$ cat config.mk
export PLATFORM = sky130hd
export DESIGN_NAME = mqnic_tx_req_arbiter_flat
export DESIGN_NICKNAME = d
export VERILOG_FILES = /design/src/rtl/mqnic_tx_req_arbiter_pkg.sv /design/src/rtl/mqnic_tx_req_arbiter_if.sv /design/src/rtl/mqnic_tx_req_arbiter_rr_arbiter.sv /design/src/rtl/mqnic_tx_req_arbiter.sv /design/src/flat_wrapper.sv
export SDC_FILE = /design/constraint.sdc
export NUM_CORES = 1
export LEC_CHECK = 0
export CORE_MARGIN = 8
export CORE_UTILIZATION = 38
export CTS_CLUSTER_SIZE = 12
export DETAILED_ROUTE_END_ITERATION = 8
export PLACE_DENSITY = 0.74
export SETUP_SLACK_MARGIN = 0.02
export SLEW_MARGIN = 20
export SYNTH_ARGS = -nofsm -noshare
export SYNTH_HDL_FRONTEND = slang
export SYNTH_SLANG_ARGS = --single-unit
$ cat constraint.sdc
create_clock -name clk -period 10.3 [get_ports clk]
set_input_delay 2.06 -clock clk [delete_from_list [all_inputs] [get_ports clk]]
set_output_delay 2.06 -clock clk [all_outputs]
set_load 0.02 [all_outputs]
$ cat src/rtl/mqnic_tx_req_arbiter_pkg.sv
// Shared definitions for the TX request arbiter: width helpers and
// release-reason encodings reported on the debug output.
package mqnic_tx_arb_pkg;

   // Width of the source-index prefix carried in engine-side tags.
   function automatic int src_width(input int n);
      return (n > 1) ? $clog2(n) : 1;
   endfunction

   // Width of a per-source credit counter able to hold 0..max_out.
   function automatic int credit_width(input int max_out);
      return $clog2(max_out + 1);
   endfunction

   // Most recent credit-release reason (finish beats start beats dequeue
   // when several land in one cycle).
   localparam logic [1:0] REL_NONE   = 2'd0;
   localparam logic [1:0] REL_DEQ    = 2'd1;
   localparam logic [1:0] REL_START  = 2'd2;
   localparam logic [1:0] REL_FINISH = 2'd3;

endpackage

$ cat src/rtl/mqnic_tx_req_arbiter_if.sv
// Bundle of all request and status signals of the TX request arbiter.
// Handshake rule: a transfer happens on a rising clk edge where valid and
// ready are both high; valid may not depend on ready, and the payload is
// held stable while valid is high and ready is low.
// Status channels carry no ready and are accepted whenever valid is high.
interface mqnic_tx_req_arbiter_if
   import mqnic_tx_arb_pkg::*;
#(
   parameter int N                 = 4,
   parameter int QUEUE_INDEX_WIDTH = 13,
   parameter int DEST_WIDTH        = 6,
   parameter int REQ_TAG_WIDTH     = 8,
   parameter int SRC_WIDTH         = src_width(N),
   parameter int M_TAG_WIDTH       = REQ_TAG_WIDTH + SRC_WIDTH,
   parameter int DMA_LEN_WIDTH     = 16
);
   logic [N*QUEUE_INDEX_WIDTH-1:0] s_req_queue;
   logic [N*REQ_TAG_WIDTH-1:0]     s_req_tag;
   logic [N*DEST_WIDTH-1:0]        s_req_dest;
   logic [N-1:0]                   s_req_valid;
   logic [N-1:0]                   s_req_ready;

   logic [QUEUE_INDEX_WIDTH-1:0]   m_req_queue;
   logic [M_TAG_WIDTH-1:0]         m_req_tag;
   logic [DEST_WIDTH-1:0]          m_req_dest;
   logic                           m_req_valid;
   logic                           m_req_ready;

   logic                           s_stat_deq_empty;
   logic                           s_stat_deq_error;
   logic [M_TAG_WIDTH-1:0]         s_stat_deq_tag;
   logic                           s_stat_deq_valid;
   logic                           s_stat_start_error;
   logic [DMA_LEN_WIDTH-1:0]       s_stat_start_len;
   logic [M_TAG_WIDTH-1:0]         s_stat_start_tag;
   logic                           s_stat_start_valid;
   logic [DMA_LEN_WIDTH-1:0]       s_stat_finish_len;
   logic [M_TAG_WIDTH-1:0]         s_stat_finish_tag;
   logic                           s_stat_finish_valid;

   logic                           m_stat_deq_empty;
   logic                           m_stat_deq_error;
   logic [REQ_TAG_WIDTH-1:0]       m_stat_deq_tag;
   logic [N-1:0]                   m_stat_deq_valid;
   logic                           m_stat_start_error;
   logic [DMA_LEN_WIDTH-1:0]       m_stat_start_len;
   logic [REQ_TAG_WIDTH-1:0]       m_stat_start_tag;
   logic [N-1:0]                   m_stat_start_valid;
   logic [DMA_LEN_WIDTH-1:0]       m_stat_finish_len;
   logic [REQ_TAG_WIDTH-1:0]       m_stat_finish_tag;
   logic [N-1:0]                   m_stat_finish_valid;

   logic [N-1:0]                   credit_stall;
   logic [1:0]                     dbg_last_release;

   // Arbiter side.
   modport slave (
      input  s_req_queue, s_req_tag, s_req_dest, s_req_valid, m_req_ready,
      input  s_stat_deq_empty, s_stat_deq_error, s_stat_deq_tag, s_stat_deq_valid,
      input  s_stat_start_error, s_stat_start_len, s_stat_start_tag, s_stat_start_valid,
      input  s_stat_finish_len, s_stat_finish_tag, s_stat_finish_valid,
      output s_req_ready, m_req_queue, m_req_tag, m_req_dest, m_req_valid,
      output m_stat_deq_empty, m_stat_deq_error, m_stat_deq_tag, m_stat_deq_valid,
      output m_stat_start_error, m_stat_start_len, m_stat_start_tag, m_stat_start_valid,
      output m_stat_finish_len, m_stat_finish_tag, m_stat_finish_valid,
      output credit_stall, dbg_last_release
   );

   // Environment side (schedulers plus transmit engine).
   modport master (
      output s_req_queue, s_req_tag, s_req_dest, s_req_valid, m_req_ready,
      output s_stat_deq_empty, s_stat_deq_error, s_stat_deq_tag, s_stat_deq_valid,
      output s_stat_start_error, s_stat_start_len, s_stat_start_tag, s_stat_start_valid,
      output s_stat_finish_len, s_stat_finish_tag, s_stat_finish_valid,
      input  s_req_ready, m_req_queue, m_req_tag, m_req_dest, m_req_valid,
      input  m_stat_deq_empty, m_stat_deq_error, m_stat_deq_tag, m_stat_deq_valid,
      input  m_stat_start_error, m_stat_start_len, m_stat_start_tag, m_stat_start_valid,
      input  m_stat_finish_len, m_stat_finish_tag, m_stat_finish_valid,
      input  credit_stall, dbg_last_release
   );
endinterface

$ cat src/rtl/mqnic_tx_req_arbiter_rr_arbiter.sv
// Round-robin arbiter: picks the first requester at or after the pointer,
// and moves the pointer one past the winner when advance is strobed.
module mqnic_rr_arbiter #(
   parameter int N  = 4,
   parameter int SW = 2
)(
   input  logic          clk,
   input  logic          rst,
   input  logic [N-1:0]  req,
   input  logic          advance,
   output logic [N-1:0]  grant,
   output logic          grant_valid,
   output logic [SW-1:0] grant_index
);
   logic [SW-1:0] ptr;

   // Scan requesters in rotated order starting at the pointer.
   always_comb begin
      logic [SW:0]   sum;
      logic [SW-1:0] idx;
      grant       = '0;
      grant_valid = 1'b0;
      grant_index = '0;
      sum         = '0;
      idx         = '0;
      for (int k = 0; k < N; k++) begin
         sum = {1'b0, ptr} + (SW+1)'(k);
         if (sum >= (SW+1)'(N)) sum = sum - (SW+1)'(N);
         idx = sum[SW-1:0];
         if (!grant_valid && req[idx]) begin
            grant_valid = 1'b1;
            grant[idx]  = 1'b1;
            grant_index = idx;
         end
      end
   end

   // Pointer register: the winner drops to lowest priority next round.
   always_ff @(posedge clk) begin
      if (rst) begin
         ptr <= '0;
      end else if (advance) begin
         ptr <= (grant_index == SW'(N-1)) ? '0 : grant_index + SW'(1);
      end
   end
endmodule

$ cat src/rtl/mqnic_tx_req_arbiter.sv
// Shares one transmit engine among N TX schedulers: round-robin request
// arbitration with a per-source outstanding credit limit, and routing of
// engine status back to the source named in the tag MSBs.
// Optional statistics counters: define MQNIC_TX_REQ_ARB_STATS_EN.
module mqnic_tx_req_arbiter
   import mqnic_tx_arb_pkg::*;
#(
   parameter int N                 = 4,
   parameter int QUEUE_INDEX_WIDTH = 13,
   parameter int DEST_WIDTH        = 6,
   parameter int REQ_TAG_WIDTH     = 8,
   parameter int SRC_WIDTH         = src_width(N),
   parameter int M_TAG_WIDTH       = REQ_TAG_WIDTH + SRC_WIDTH,
   parameter int DMA_LEN_WIDTH     = 16,
   parameter int MAX_OUTSTANDING   = 16
)(
   input  logic clk,
   input  logic rst,
   mqnic_tx_req_arbiter_if.slave bus
`ifdef MQNIC_TX_REQ_ARB_STATS_EN
   ,
   output logic [N*32-1:0] stat_grant_count,
   output logic [N*32-1:0] stat_stall_cycles
`endif
);
   localparam int SW = SRC_WIDTH;
   localparam int CW = credit_width(MAX_OUTSTANDING);

   logic           load_allowed;
   logic           advance;
   logic [N-1:0]   elig;
   logic [N-1:0]   grant;
   logic [N-1:0]   grant_inc;
   logic           grant_valid;
   logic [SW-1:0]  grant_index;
   logic [CW-1:0]  credit      [N];
   logic [CW-1:0]  credit_next [N];
   logic [SW-1:0]  deq_src, start_src, fin_src;
   logic [N-1:0]   deq_hit, start_hit, fin_hit;
   logic [N-1:0]   deq_rel, start_rel, fin_rel;

   assign deq_src   = bus.s_stat_deq_tag[M_TAG_WIDTH-1 -: SW];
   assign start_src = bus.s_stat_start_tag[M_TAG_WIDTH-1 -: SW];
   assign fin_src   = bus.s_stat_finish_tag[M_TAG_WIDTH-1 -: SW];

   // Load rule for the single-entry output register, and source eligibility.
   always_comb begin
      load_allowed = !bus.m_req_valid || bus.m_req_ready;
      for (int i = 0; i < N; i++) begin
         elig[i] = bus.s_req_valid[i] && (credit[i] < CW'(MAX_OUTSTANDING));
      end
      advance          = grant_valid && load_allowed;
      grant_inc        = advance ? grant : '0;
      bus.s_req_ready  = grant_inc;
   end

   mqnic_rr_arbiter #(.N(N), .SW(SW)) u_rr (
      .clk         (clk),
      .rst         (rst),
      .req         (elig),
      .advance     (advance),
      .grant       (grant),
      .grant_valid (grant_valid),
      .grant_index (grant_index)
   );

   // Decode status source; sources at or beyond N match no lane and drop.
   always_comb begin
      for (int i = 0; i < N; i++) begin
         deq_hit[i]   = bus.s_stat_deq_valid    && (deq_src   == SW'(i));
         start_hit[i] = bus.s_stat_start_valid  && (start_src == SW'(i));
         fin_hit[i]   = bus.s_stat_finish_valid && (fin_src   == SW'(i));
         deq_rel[i]   = deq_hit[i] && (bus.s_stat_deq_empty || bus.s_stat_deq_error);
         start_rel[i] = start_hit[i] && bus.s_stat_start_error;
         fin_rel[i]   = fin_hit[i];
      end
   end

   // Next credit: add the grant, subtract all releases, floor at zero.
   always_comb begin
      logic [CW:0] credit_add;
      logic [1:0]  rel_cnt;
      credit_add = '0;
      rel_cnt    = '0;
      for (int i = 0; i < N; i++) begin
         credit_add = {1'b0, credit[i]} + (CW+1)'(grant_inc[i]);
         rel_cnt    = 2'(deq_rel[i]) + 2'(start_rel[i]) + 2'(fin_rel[i]);
         if (credit_add < (CW+1)'(rel_cnt)) credit_next[i] = '0;
         else                               credit_next[i] = CW'(credit_add - (CW+1)'(rel_cnt));
      end
   end

   // Output request register with source prefix on the tag.
   always_ff @(posedge clk) begin
      if (rst) begin
         bus.m_req_valid <= 1'b0;
         bus.m_req_queue <= '0;
         bus.m_req_tag   <= '0;
         bus.m_req_dest  <= '0;
      end else if (load_allowed) begin
         bus.m_req_valid <= grant_valid;
         if (grant_valid) begin
            bus.m_req_queue <= bus.s_req_queue[grant_index*QUEUE_INDEX_WIDTH +: QUEUE_INDEX_WIDTH];
            bus.m_req_tag   <= {grant_index, bus.s_req_tag[grant_index*REQ_TAG_WIDTH +: REQ_TAG_WIDTH]};
            bus.m_req_dest  <= bus.s_req_dest[grant_index*DEST_WIDTH +: DEST_WIDTH];
         end
      end
   end

   // Credit counters and registered stall flags.
   always_ff @(posedge clk) begin
      if (rst) begin
         for (int i = 0; i < N; i++) credit[i] <= '0;
         bus.credit_stall <= '0;
      end else begin
         for (int i = 0; i < N; i++) begin
            credit[i]           <= credit_next[i];
            bus.credit_stall[i] <= bus.s_req_valid[i] && (credit[i] == CW'(MAX_OUTSTANDING));
         end
      end
   end

   // Status return: three independent one-cycle registered channels.
   always_ff @(posedge clk) begin
      if (rst) begin
         bus.m_stat_deq_valid    <= '0;
         bus.m_stat_deq_empty    <= 1'b0;
         bus.m_stat_deq_error    <= 1'b0;
         bus.m_stat_deq_tag      <= '0;
         bus.m_stat_start_valid  <= '0;
         bus.m_stat_start_error  <= 1'b0;
         bus.m_stat_start_len    <= '0;
         bus.m_stat_start_tag    <= '0;
         bus.m_stat_finish_valid <= '0;
         bus.m_stat_finish_len   <= '0;
         bus.m_stat_finish_tag   <= '0;
      end else begin
         bus.m_stat_deq_valid    <= deq_hit;
         bus.m_stat_start_valid  <= start_hit;
         bus.m_stat_finish_valid <= fin_hit;
         if (|deq_hit) begin
            bus.m_stat_deq_empty <= bus.s_stat_deq_empty;
            bus.m_stat_deq_error <= bus.s_stat_deq_error;
            bus.m_stat_deq_tag   <= bus.s_stat_deq_tag[REQ_TAG_WIDTH-1:0];
         end
         if (|start_hit) begin
            bus.m_stat_start_error <= bus.s_stat_start_error;
            bus.m_stat_start_len   <= bus.s_stat_start_len[DMA_LEN_WIDTH-1:0];
            bus.m_stat_start_tag   <= bus.s_stat_start_tag[REQ_TAG_WIDTH-1:0];
         end
         if (|fin_hit) begin
            bus.m_stat_finish_len <= bus.s_stat_finish_len[DMA_LEN_WIDTH-1:0];
            bus.m_stat_finish_tag <= bus.s_stat_finish_tag[REQ_TAG_WIDTH-1:0];
         end
      end
   end

   // Debug: reason of the latest credit release seen on any source.
   always_ff @(posedge clk) begin
      if (rst)             bus.dbg_last_release <= REL_NONE;
      else if (|fin_rel)   bus.dbg_last_release <= REL_FINISH;
      else if (|start_rel) bus.dbg_last_release <= REL_START;
      else if (|deq_rel)   bus.dbg_last_release <= REL_DEQ;
   end

`ifdef MQNIC_TX_REQ_ARB_STATS_EN
   // Grant counters wrap; stall-cycle counters saturate.
   always_ff @(posedge clk) begin
      if (rst) begin
         stat_grant_count  <= '0;
         stat_stall_cycles <= '0;
      end else begin
         for (int i = 0; i < N; i++) begin
            if (grant_inc[i])
               stat_grant_count[i*32 +: 32] <= stat_grant_count[i*32 +: 32] + 32'd1;
            if (bus.credit_stall[i] && (stat_stall_cycles[i*32 +: 32] != 32'hFFFF_FFFF))
               stat_stall_cycles[i*32 +: 32] <= stat_stall_cycles[i*32 +: 32] + 32'd1;
         end
      end
   end
`endif

endmodule

$ cat src/flat_wrapper.sv
// flat-port wrapper written by rule: the top's interface ports become plain ports
module mqnic_tx_req_arbiter_flat import mqnic_tx_arb_pkg::*;
#(
   parameter int N                 = 4,
   parameter int QUEUE_INDEX_WIDTH = 13,
   parameter int DEST_WIDTH        = 6,
   parameter int REQ_TAG_WIDTH     = 8,
   parameter int SRC_WIDTH         = src_width(N),
   parameter int M_TAG_WIDTH       = REQ_TAG_WIDTH + SRC_WIDTH,
   parameter int DMA_LEN_WIDTH     = 16,
   parameter int MAX_OUTSTANDING   = 16
)
  (clk, rst, bus_s_req_queue, bus_s_req_tag, bus_s_req_dest, bus_s_req_valid, bus_m_req_ready, bus_s_stat_deq_empty, bus_s_stat_deq_error, bus_s_stat_deq_tag, bus_s_stat_deq_valid, bus_s_stat_start_error, bus_s_stat_start_len, bus_s_stat_start_tag, bus_s_stat_start_valid, bus_s_stat_finish_len, bus_s_stat_finish_tag, bus_s_stat_finish_valid, bus_s_req_ready, bus_m_req_queue, bus_m_req_tag, bus_m_req_dest, bus_m_req_valid, bus_m_stat_deq_empty, bus_m_stat_deq_error, bus_m_stat_deq_tag, bus_m_stat_deq_valid, bus_m_stat_start_error, bus_m_stat_start_len, bus_m_stat_start_tag, bus_m_stat_start_valid, bus_m_stat_finish_len, bus_m_stat_finish_tag, bus_m_stat_finish_valid, bus_credit_stall, bus_dbg_last_release);
  mqnic_tx_req_arbiter_if #(.N(N), .QUEUE_INDEX_WIDTH(QUEUE_INDEX_WIDTH), .DEST_WIDTH(DEST_WIDTH), .REQ_TAG_WIDTH(REQ_TAG_WIDTH), .SRC_WIDTH(SRC_WIDTH), .M_TAG_WIDTH(M_TAG_WIDTH), .DMA_LEN_WIDTH(DMA_LEN_WIDTH)) bus_i ();
  input  logic clk;
  input  logic rst;
  input wire logic [$bits(bus_i.s_req_queue)-1:0] bus_s_req_queue;
  input wire logic [$bits(bus_i.s_req_tag)-1:0] bus_s_req_tag;
  input wire logic [$bits(bus_i.s_req_dest)-1:0] bus_s_req_dest;
  input wire logic [$bits(bus_i.s_req_valid)-1:0] bus_s_req_valid;
  input wire logic [$bits(bus_i.m_req_ready)-1:0] bus_m_req_ready;
  input wire logic [$bits(bus_i.s_stat_deq_empty)-1:0] bus_s_stat_deq_empty;
  input wire logic [$bits(bus_i.s_stat_deq_error)-1:0] bus_s_stat_deq_error;
  input wire logic [$bits(bus_i.s_stat_deq_tag)-1:0] bus_s_stat_deq_tag;
  input wire logic [$bits(bus_i.s_stat_deq_valid)-1:0] bus_s_stat_deq_valid;
  input wire logic [$bits(bus_i.s_stat_start_error)-1:0] bus_s_stat_start_error;
  input wire logic [$bits(bus_i.s_stat_start_len)-1:0] bus_s_stat_start_len;
  input wire logic [$bits(bus_i.s_stat_start_tag)-1:0] bus_s_stat_start_tag;
  input wire logic [$bits(bus_i.s_stat_start_valid)-1:0] bus_s_stat_start_valid;
  input wire logic [$bits(bus_i.s_stat_finish_len)-1:0] bus_s_stat_finish_len;
  input wire logic [$bits(bus_i.s_stat_finish_tag)-1:0] bus_s_stat_finish_tag;
  input wire logic [$bits(bus_i.s_stat_finish_valid)-1:0] bus_s_stat_finish_valid;
  output wire logic [$bits(bus_i.s_req_ready)-1:0] bus_s_req_ready;
  output wire logic [$bits(bus_i.m_req_queue)-1:0] bus_m_req_queue;
  output wire logic [$bits(bus_i.m_req_tag)-1:0] bus_m_req_tag;
  output wire logic [$bits(bus_i.m_req_dest)-1:0] bus_m_req_dest;
  output wire logic [$bits(bus_i.m_req_valid)-1:0] bus_m_req_valid;
  output wire logic [$bits(bus_i.m_stat_deq_empty)-1:0] bus_m_stat_deq_empty;
  output wire logic [$bits(bus_i.m_stat_deq_error)-1:0] bus_m_stat_deq_error;
  output wire logic [$bits(bus_i.m_stat_deq_tag)-1:0] bus_m_stat_deq_tag;
  output wire logic [$bits(bus_i.m_stat_deq_valid)-1:0] bus_m_stat_deq_valid;
  output wire logic [$bits(bus_i.m_stat_start_error)-1:0] bus_m_stat_start_error;
  output wire logic [$bits(bus_i.m_stat_start_len)-1:0] bus_m_stat_start_len;
  output wire logic [$bits(bus_i.m_stat_start_tag)-1:0] bus_m_stat_start_tag;
  output wire logic [$bits(bus_i.m_stat_start_valid)-1:0] bus_m_stat_start_valid;
  output wire logic [$bits(bus_i.m_stat_finish_len)-1:0] bus_m_stat_finish_len;
  output wire logic [$bits(bus_i.m_stat_finish_tag)-1:0] bus_m_stat_finish_tag;
  output wire logic [$bits(bus_i.m_stat_finish_valid)-1:0] bus_m_stat_finish_valid;
  output wire logic [$bits(bus_i.credit_stall)-1:0] bus_credit_stall;
  output wire logic [$bits(bus_i.dbg_last_release)-1:0] bus_dbg_last_release;
  assign bus_i.s_req_queue = bus_s_req_queue;
  assign bus_i.s_req_tag = bus_s_req_tag;
  assign bus_i.s_req_dest = bus_s_req_dest;
  assign bus_i.s_req_valid = bus_s_req_valid;
  assign bus_i.m_req_ready = bus_m_req_ready;
  assign bus_i.s_stat_deq_empty = bus_s_stat_deq_empty;
  assign bus_i.s_stat_deq_error = bus_s_stat_deq_error;
  assign bus_i.s_stat_deq_tag = bus_s_stat_deq_tag;
  assign bus_i.s_stat_deq_valid = bus_s_stat_deq_valid;
  assign bus_i.s_stat_start_error = bus_s_stat_start_error;
  assign bus_i.s_stat_start_len = bus_s_stat_start_len;
  assign bus_i.s_stat_start_tag = bus_s_stat_start_tag;
  assign bus_i.s_stat_start_valid = bus_s_stat_start_valid;
  assign bus_i.s_stat_finish_len = bus_s_stat_finish_len;
  assign bus_i.s_stat_finish_tag = bus_s_stat_finish_tag;
  assign bus_i.s_stat_finish_valid = bus_s_stat_finish_valid;
  assign bus_s_req_ready = bus_i.s_req_ready;
  assign bus_m_req_queue = bus_i.m_req_queue;
  assign bus_m_req_tag = bus_i.m_req_tag;
  assign bus_m_req_dest = bus_i.m_req_dest;
  assign bus_m_req_valid = bus_i.m_req_valid;
  assign bus_m_stat_deq_empty = bus_i.m_stat_deq_empty;
  assign bus_m_stat_deq_error = bus_i.m_stat_deq_error;
  assign bus_m_stat_deq_tag = bus_i.m_stat_deq_tag;
  assign bus_m_stat_deq_valid = bus_i.m_stat_deq_valid;
  assign bus_m_stat_start_error = bus_i.m_stat_start_error;
  assign bus_m_stat_start_len = bus_i.m_stat_start_len;
  assign bus_m_stat_start_tag = bus_i.m_stat_start_tag;
  assign bus_m_stat_start_valid = bus_i.m_stat_start_valid;
  assign bus_m_stat_finish_len = bus_i.m_stat_finish_len;
  assign bus_m_stat_finish_tag = bus_i.m_stat_finish_tag;
  assign bus_m_stat_finish_valid = bus_i.m_stat_finish_valid;
  assign bus_credit_stall = bus_i.credit_stall;
  assign bus_dbg_last_release = bus_i.dbg_last_release;
  mqnic_tx_req_arbiter #(.N(N), .QUEUE_INDEX_WIDTH(QUEUE_INDEX_WIDTH), .DEST_WIDTH(DEST_WIDTH), .REQ_TAG_WIDTH(REQ_TAG_WIDTH), .SRC_WIDTH(SRC_WIDTH), .M_TAG_WIDTH(M_TAG_WIDTH), .DMA_LEN_WIDTH(DMA_LEN_WIDTH), .MAX_OUTSTANDING(MAX_OUTSTANDING)) u_core (.clk(clk), .rst(rst), .bus(bus_i));
endmodule
## Yosys cells after proc, flatten, opt, wreduce, memory -nomap -nowiden

Memories as Yosys holds them, arrays and structs flattened.
Cells that the tools add are included.

- Register bits after elaboration: 109
- Memory bits (writable): 20
- Input port bits: 183
- Output and inout bits: 111
- Logic and storage cells: 189
- Memories kept: 1

Memory list:

| memory | depth | width | rd ports | clocked after memory_dff | wr ports | line | text |
|---|---|---|---|---|---|---|---|
| u_core.credit | 4 | 5 | 4 | 0 | 4 | mqnic_tx_req_arbiter.sv:36 | `logic [CW-1:0] credit [N];` |

- Add/sub/neg operators: 24
- Multiply operators: 2
- Order comparisons: 20
- Eq/ne operators: 14
- Shifts and indexed selects: 3
- Muxes and demuxes: 48
- Bitwise logic cells: 7
- Reductions and logical operators: 52

Operators with widths:

| kind | number |
|---|---|
| $shiftx A52 B7 Y13 | 1 |
| $mux W5 | 8 |
| $logic_and A1 B1 Y1 | 36 |
| $shiftx A32 B6 Y8 | 1 |
| $add A5 B1 Y6 | 4 |
| $lt A6 B2 Y1 | 4 |
| $mux W2 | 12 |
| $shiftx A24 B6 Y6 | 1 |
| $eq A5 B5 Y1 const B | 4 |
| $lt A5 B5 Y1 const B | 4 |
| $mux W4 | 5 |
| $reduce_or A4 Y1 | 5 |
| $sub A5 B2 Y5 | 4 |
| $mux W1 | 15 |
| $eq A2 B2 Y1 const B | 7 |
| $lt A2 B3 Y1 const B | 4 |
| $or A4 B4 Y4 | 3 |
| $ge A3 B3 Y1 const B | 3 |
| $add A1 B1 Y2 | 4 |
| $add A2 B1 Y2 | 4 |
| $bmux W1 S2 | 4 |
| $demux W1 S2 | 4 |
| $ge A2 B1 Y1 const B | 4 |
| $sub A2 B1 Y2 const B | 4 |
| other kinds (13) | 25 |

## Longest topological paths before layout

An unclocked memory read counts as a cell.

- Depth after elaboration: 21
- Gate-level depth with buffers: 18

## By module

From an unflattened synthesis, not the netlist that was laid out.

- Cell total of the unflattened synthesis: 653
- Area total of the unflattened synthesis: 6,560.0 µm²

Modules (own cells, without submodules):

| module | times used | cells each | area an instance (µm²) | sequential area each (µm²) |
|---|---|---|---|---|
| mqnic_tx_req_arbiter | 1 | 596 | 6,008.3 | 2,542.4 |
| mqnic_rr_arbiter | 1 | 57 | 551.8 | 40.0 |

## Least setup slack after synthesis

OpenSTA, ideal clock, no wires.

- Kind: input -> output
- Start point: in bus_s_req_valid[3]
- End point: out bus_s_req_ready[0]
- Arrival time: 3,810 ps
- Data required time: 8,240 ps
- Setup slack: 4,430 ps
- Cell stages on the path: 6
- Cell sequence: nor2b_1 > buf_2 > mux4_2 > a311oi_1 > a222oi_1 > a21oi_1

- Word-level cells in the longest chain between the ends: 15

Ends and longest elaborated chain:

| element | line | text |
|---|---|---|
| start, declared | flat_wrapper.sv:20 | `input wire logic [$bits(bus_i.s_req_valid)-1:0] bus_s_req_valid;` |
| $logic_and A1 B1 Y1 (*) | mqnic_tx_req_arbiter.sv:50 | `elig[i] = bus.s_req_valid[i] && (credit[i] < CW'(MAX_OUTSTANDING));` |
| $bmux W1 S2 | mqnic_tx_req_arbiter_rr_arbiter.sv:30 | `if (!grant_valid && req[idx]) begin` |
| $mux W1 (not written as such) | mqnic_tx_req_arbiter_rr_arbiter.sv:30 |  |
| $mux W1 | mqnic_tx_req_arbiter_rr_arbiter.sv:30 |  |
| $logic_not A1 Y1 | mqnic_tx_req_arbiter_rr_arbiter.sv:30 |  |
| $logic_and A1 B1 Y1 | mqnic_tx_req_arbiter_rr_arbiter.sv:30 |  |
| $mux W1 | mqnic_tx_req_arbiter_rr_arbiter.sv:30 |  |
| $logic_not A1 Y1 | mqnic_tx_req_arbiter_rr_arbiter.sv:30 |  |
| $logic_and A1 B1 Y1 | mqnic_tx_req_arbiter_rr_arbiter.sv:30 |  |
| $mux W1 | mqnic_tx_req_arbiter_rr_arbiter.sv:30 |  |
| $logic_not A1 Y1 | mqnic_tx_req_arbiter_rr_arbiter.sv:30 |  |
| $logic_and A1 B1 Y1 | mqnic_tx_req_arbiter_rr_arbiter.sv:30 |  |
| $mux W1 | mqnic_tx_req_arbiter_rr_arbiter.sv:30 |  |
| $logic_and A1 B1 Y1 | mqnic_tx_req_arbiter.sv:52 | `advance = grant_valid && load_allowed;` |
| $mux W4 (*) | mqnic_tx_req_arbiter.sv:53 | `grant_inc = advance ? grant : '0;` |
| end, declared | flat_wrapper.sv:33 | `output wire logic [$bits(bus_i.s_req_ready)-1:0] bus_s_req_ready;` |

Every way passes the cells marked *; elsewhere a longest branch is shown, timed or not. The select of a mux whose other input is x is not followed.

## Worst setup path after layout

- Start point: in bus_s_req_valid[2]
- End point: out bus_s_req_ready[3]

Same word-level chain as after synthesis.

==> metrics.md <==
| Metric | Value |
|---|---|
| Status | finished clean |
| NetSw | 978 uW |
| Antenna diodes | 0 |
| Fmax | ~0.14 GHz |
| Most frequent cells in the layout | 291 x clkdlybuf4s50_1, 143 x mux2i_1, 129 x dfxtp_1 |
| Synth top area share | 40.0% |
| Clock Latency Late Sink | 0.41 ns |
| Area leader, netlist | dfxtp_1 |
| FP Rows | 47 |
| Postcts setup bufs | 0 |
| Final wirelength | 20700 um |
| Area contributors post-synth | dfxtp_1 40%, mux2i_1 22%, nor2_1 6.1%, ha_1 4.7%, a22o_1 3.7% |
| Core ar. | 0.0166 mm2 |
| Post-CTS Resized | 0 |
| Largest net degree at the start of global routing | 80 |
| Finished Layout Cells | approximately 1.2k |
| Total track usage | 19.4% |
| Initial Util | 38.9% |
| Die Span X | 146 um |
| CP Class | primary input to output pin |
| Max cap viols | 0 |
| # H-tree levels | 4 |
| Setup tns final | 0 ns |
| Seq cells post-synth | 129 |
| Total die area | 0.0214 mm2 |
| Tmin final | roughly 7 ns |
| Root buffer cell | clkbuf_16 |
| PortBufs | 293 |
| Number of synthesized flops with an enable pin | 0 |
| Hold Buf Count CTS | 0 |
| Worst-Margin Slew | 0.938 ns |
| Ys flop type | dfxtp_1 |
| Data required, critical path | approximately 8.2 ns |
| Combinational share of power | 50.1% |
| DP Cell Count | 1140 |
| Unrepaired setup endpoints after global routing | false |
| Peak supply drop | ~0.00017 V |
| Final Hold Fails | 0 |
| Flop pwr share | between 20 and 30% |
| Vias in the first global route | 6144 |
| Final setup vio count | 0 |
| Vias per std cell | 4.98 |
| Rel. slew slack | 37.5% |
| Final Skew | 0.00741 ns |
| Period Utilization, post-route | between 60% and 70% |
| Hold WC Path Type | flop to flop |
| Top Family by Delay on Critical Path | buffers and inverters |
| Clk slew on worst S/H paths | 0.06 ns |
| Unique cell type count in the Yosys netlist | 53 |
| Final net count | 1154 |
| Syn avg cell area | 9.76 um2 |
| Crit path cell chain | clkdlybuf4s50_1 -> nor2b_1 -> mux4_2 -> a311oi_1 -> a222oi_1 -> a21oi_1 -> clkdlybuf4s50_1 |
| CTS sink cnt | 129 |
| Internal cell power | between 1500 and 2000 uW |
| Pleak | roughly 0.0042 uW |
| Io pins | about 300 |
| Synth Net Count | 876 |
| Post-route antenna net violation count | 0 |
| Worst Path Buf+Inv | 2 |
| Share of post-route cells with drive strength above 1 | 4.94% |
| Cell count after synthesis | 661 |
| Clock share of power | between 20% and 30% |
| Synthesis-to-layout area growth | 56.7% |
| Pwr/cell area | about 250 mW/mm2 |
| DIE HEIGHT | 146 um |
| Async S/R FF share, synth | 0% |
| DR DRC count | 0 |
| Via count | 5834 |
| Peak per-stage delay on the critical path | 0.66 ns |
| 1st-iter DRT viols | 310 |
| Detailed placement HPWL | about 16000 um |
| Initial antenna violation count | 0 |
| Crit. End Element | output pin |
| Worst setup SP type | primary input |
| First-pass GRT wire length | around 33000 um |
| CTS buffer count | 17 |
| Syn Std Cell Area | about 0.0065 mm2 |
| Worst Path Arrival | 4.96 ns |
| DR pass1 iterations | 5 |
| CTS tree | built |
| Gr ovfl total | 0 |
| Sequential share of the synthesized area | 40.0% |
| Top cell by count, worst path | clkdlybuf4s50_1 |
| Max Root-Sink Buffers | 2 |
| Switch share | 38.3% |
| WL/cell | 17.7 um |
| RePlAce Congestion | 0.857 |
| Critical-path top delay cell | clkdlybuf4s50_1 |
| Most common cell after layout, fill and taps aside | clkdlybuf4s50_1 |
| Fin. max-slew vios | 0 |
| Worst-path fanout max | 6 |
| Synth warn | 0 |
## power by group through the flow
stage	Combinational, uW	Sequential, uW	Clock (uW)
2_1_floorplan	828	766	0
3_5_place_dp	1280	708	0
5_1_grt	1400	718	611
6_report	1280	703	571
3_3_place_gp	1270	708	0
4_1_cts	1290	702	584
## tightest hold or removal path, cell delays in order (launching register included)
cell	delay [ns]
dfxtp_1	0.31
nand2_1	0.05
a21oi_1	0.05
## per-layer routing
metal / track usage, % / wire, um / up-vias
li1: - / - / 2891
met1: 21.3 / 8110 / 2726
met2: 35.4 / 11000 / 194
met3: 6.24 / 1350 / 23
met4: 5.15 / 310 / 0
met5: 0 / 0 / -
## cell type report
class	instances	area, um2
fill	1456	6480
multi-input combinational	476	3670
timing repair buffer	297	2950
sequential	129	2580
clock buffer	17	425
tap	220	275
clock inverter	14	133
inverter	18	67.6
## cells in the mapped netlist, drive strengths merged, types with 2 or more instances
master / count
a31o: 3
nor2b: 6
a31oi: 5
or4: 2
ha: 24
xnor2: 10
nor4: 4
a22o: 27
and3: 2
o2bb2ai: 2
nor3b: 3
nand3: 12
a222oi: 4
nand2: 25
mux4: 2
nor3: 12
a211oi: 3
nand2b: 17
mux2i: 143
a21o: 2
dfxtp: 129
a32oi: 3
clkbuf: 15
o21ai: 8
a21oi: 18
xor2: 7
and3b: 2
fa: 8
nor2: 105
inv: 18
buf: 23
o31ai: 2
## registers in the layout, indices dropped and copies added (netlist names), 8 cells and up, named ones only
name	flops
u_core.bus.m_stat_start_len	16
u_core.bus.m_stat_finish_len	16
u_core.bus.m_req_queue	13
u_core.bus.m_stat_start_tag	8
u_core.credit	20
u_core.bus.m_stat_finish_tag	8
u_core.bus.m_stat_deq_tag	8
u_core.bus.m_req_tag	10
## cells by family after synthesis
| group | Yosys count | synth area share, % |
|---|---|---|
| buffers and inverters | 56 | 3.76 |
| DFF | 129 | 40.0 |
| adders and majority gates | 32 | 7.14 |
| xor gates and xnor gates | 17 | 2.31 |
| muxes | 145 | 22.9 |
| and+or+nand+nor | 196 | 13.9 |
| AOI/OAI and AO/OA | 86 | 9.95 |
## stage by stage
step | util, % | hold WS [ns] | area [um2] | power, uW | setup WS [ns]
2_1_floorplan | - | 0.445 | 6450 | 1590 | 4.43
3_3_place_gp | 57.5 | 0.447 | 9540 | 1980 | 3.43
3_5_place_dp | 57.6 | 0.451 | 9550 | 1990 | 3.37
4_1_cts | 60.9 | 0.463 | 10100 | 2570 | 3.35
5_1_grt | 60.9 | 0.486 | 10100 | 2730 | 3.18
6_report | 60.9 | 0.459 | 10100 | 2550 | 3.28
## worst paths after layout
check / from / to / slack, ns / cells after the start
max: bus_s_req_valid[2] / bus_s_req_ready[3] / 3.28 / 7
min: u_core.bus.m_req_tag[8] / u_core.bus.m_req_tag[8] / 0.46 / 2
max reg2reg: flop / u_core.credit[0][4] / 5.63 / 17
min reg2reg: u_core.bus.m_req_tag[8] / u_core.bus.m_req_tag[8] / 0.46 / 2
No activity file was read; power rests on OpenSTA's default activity.
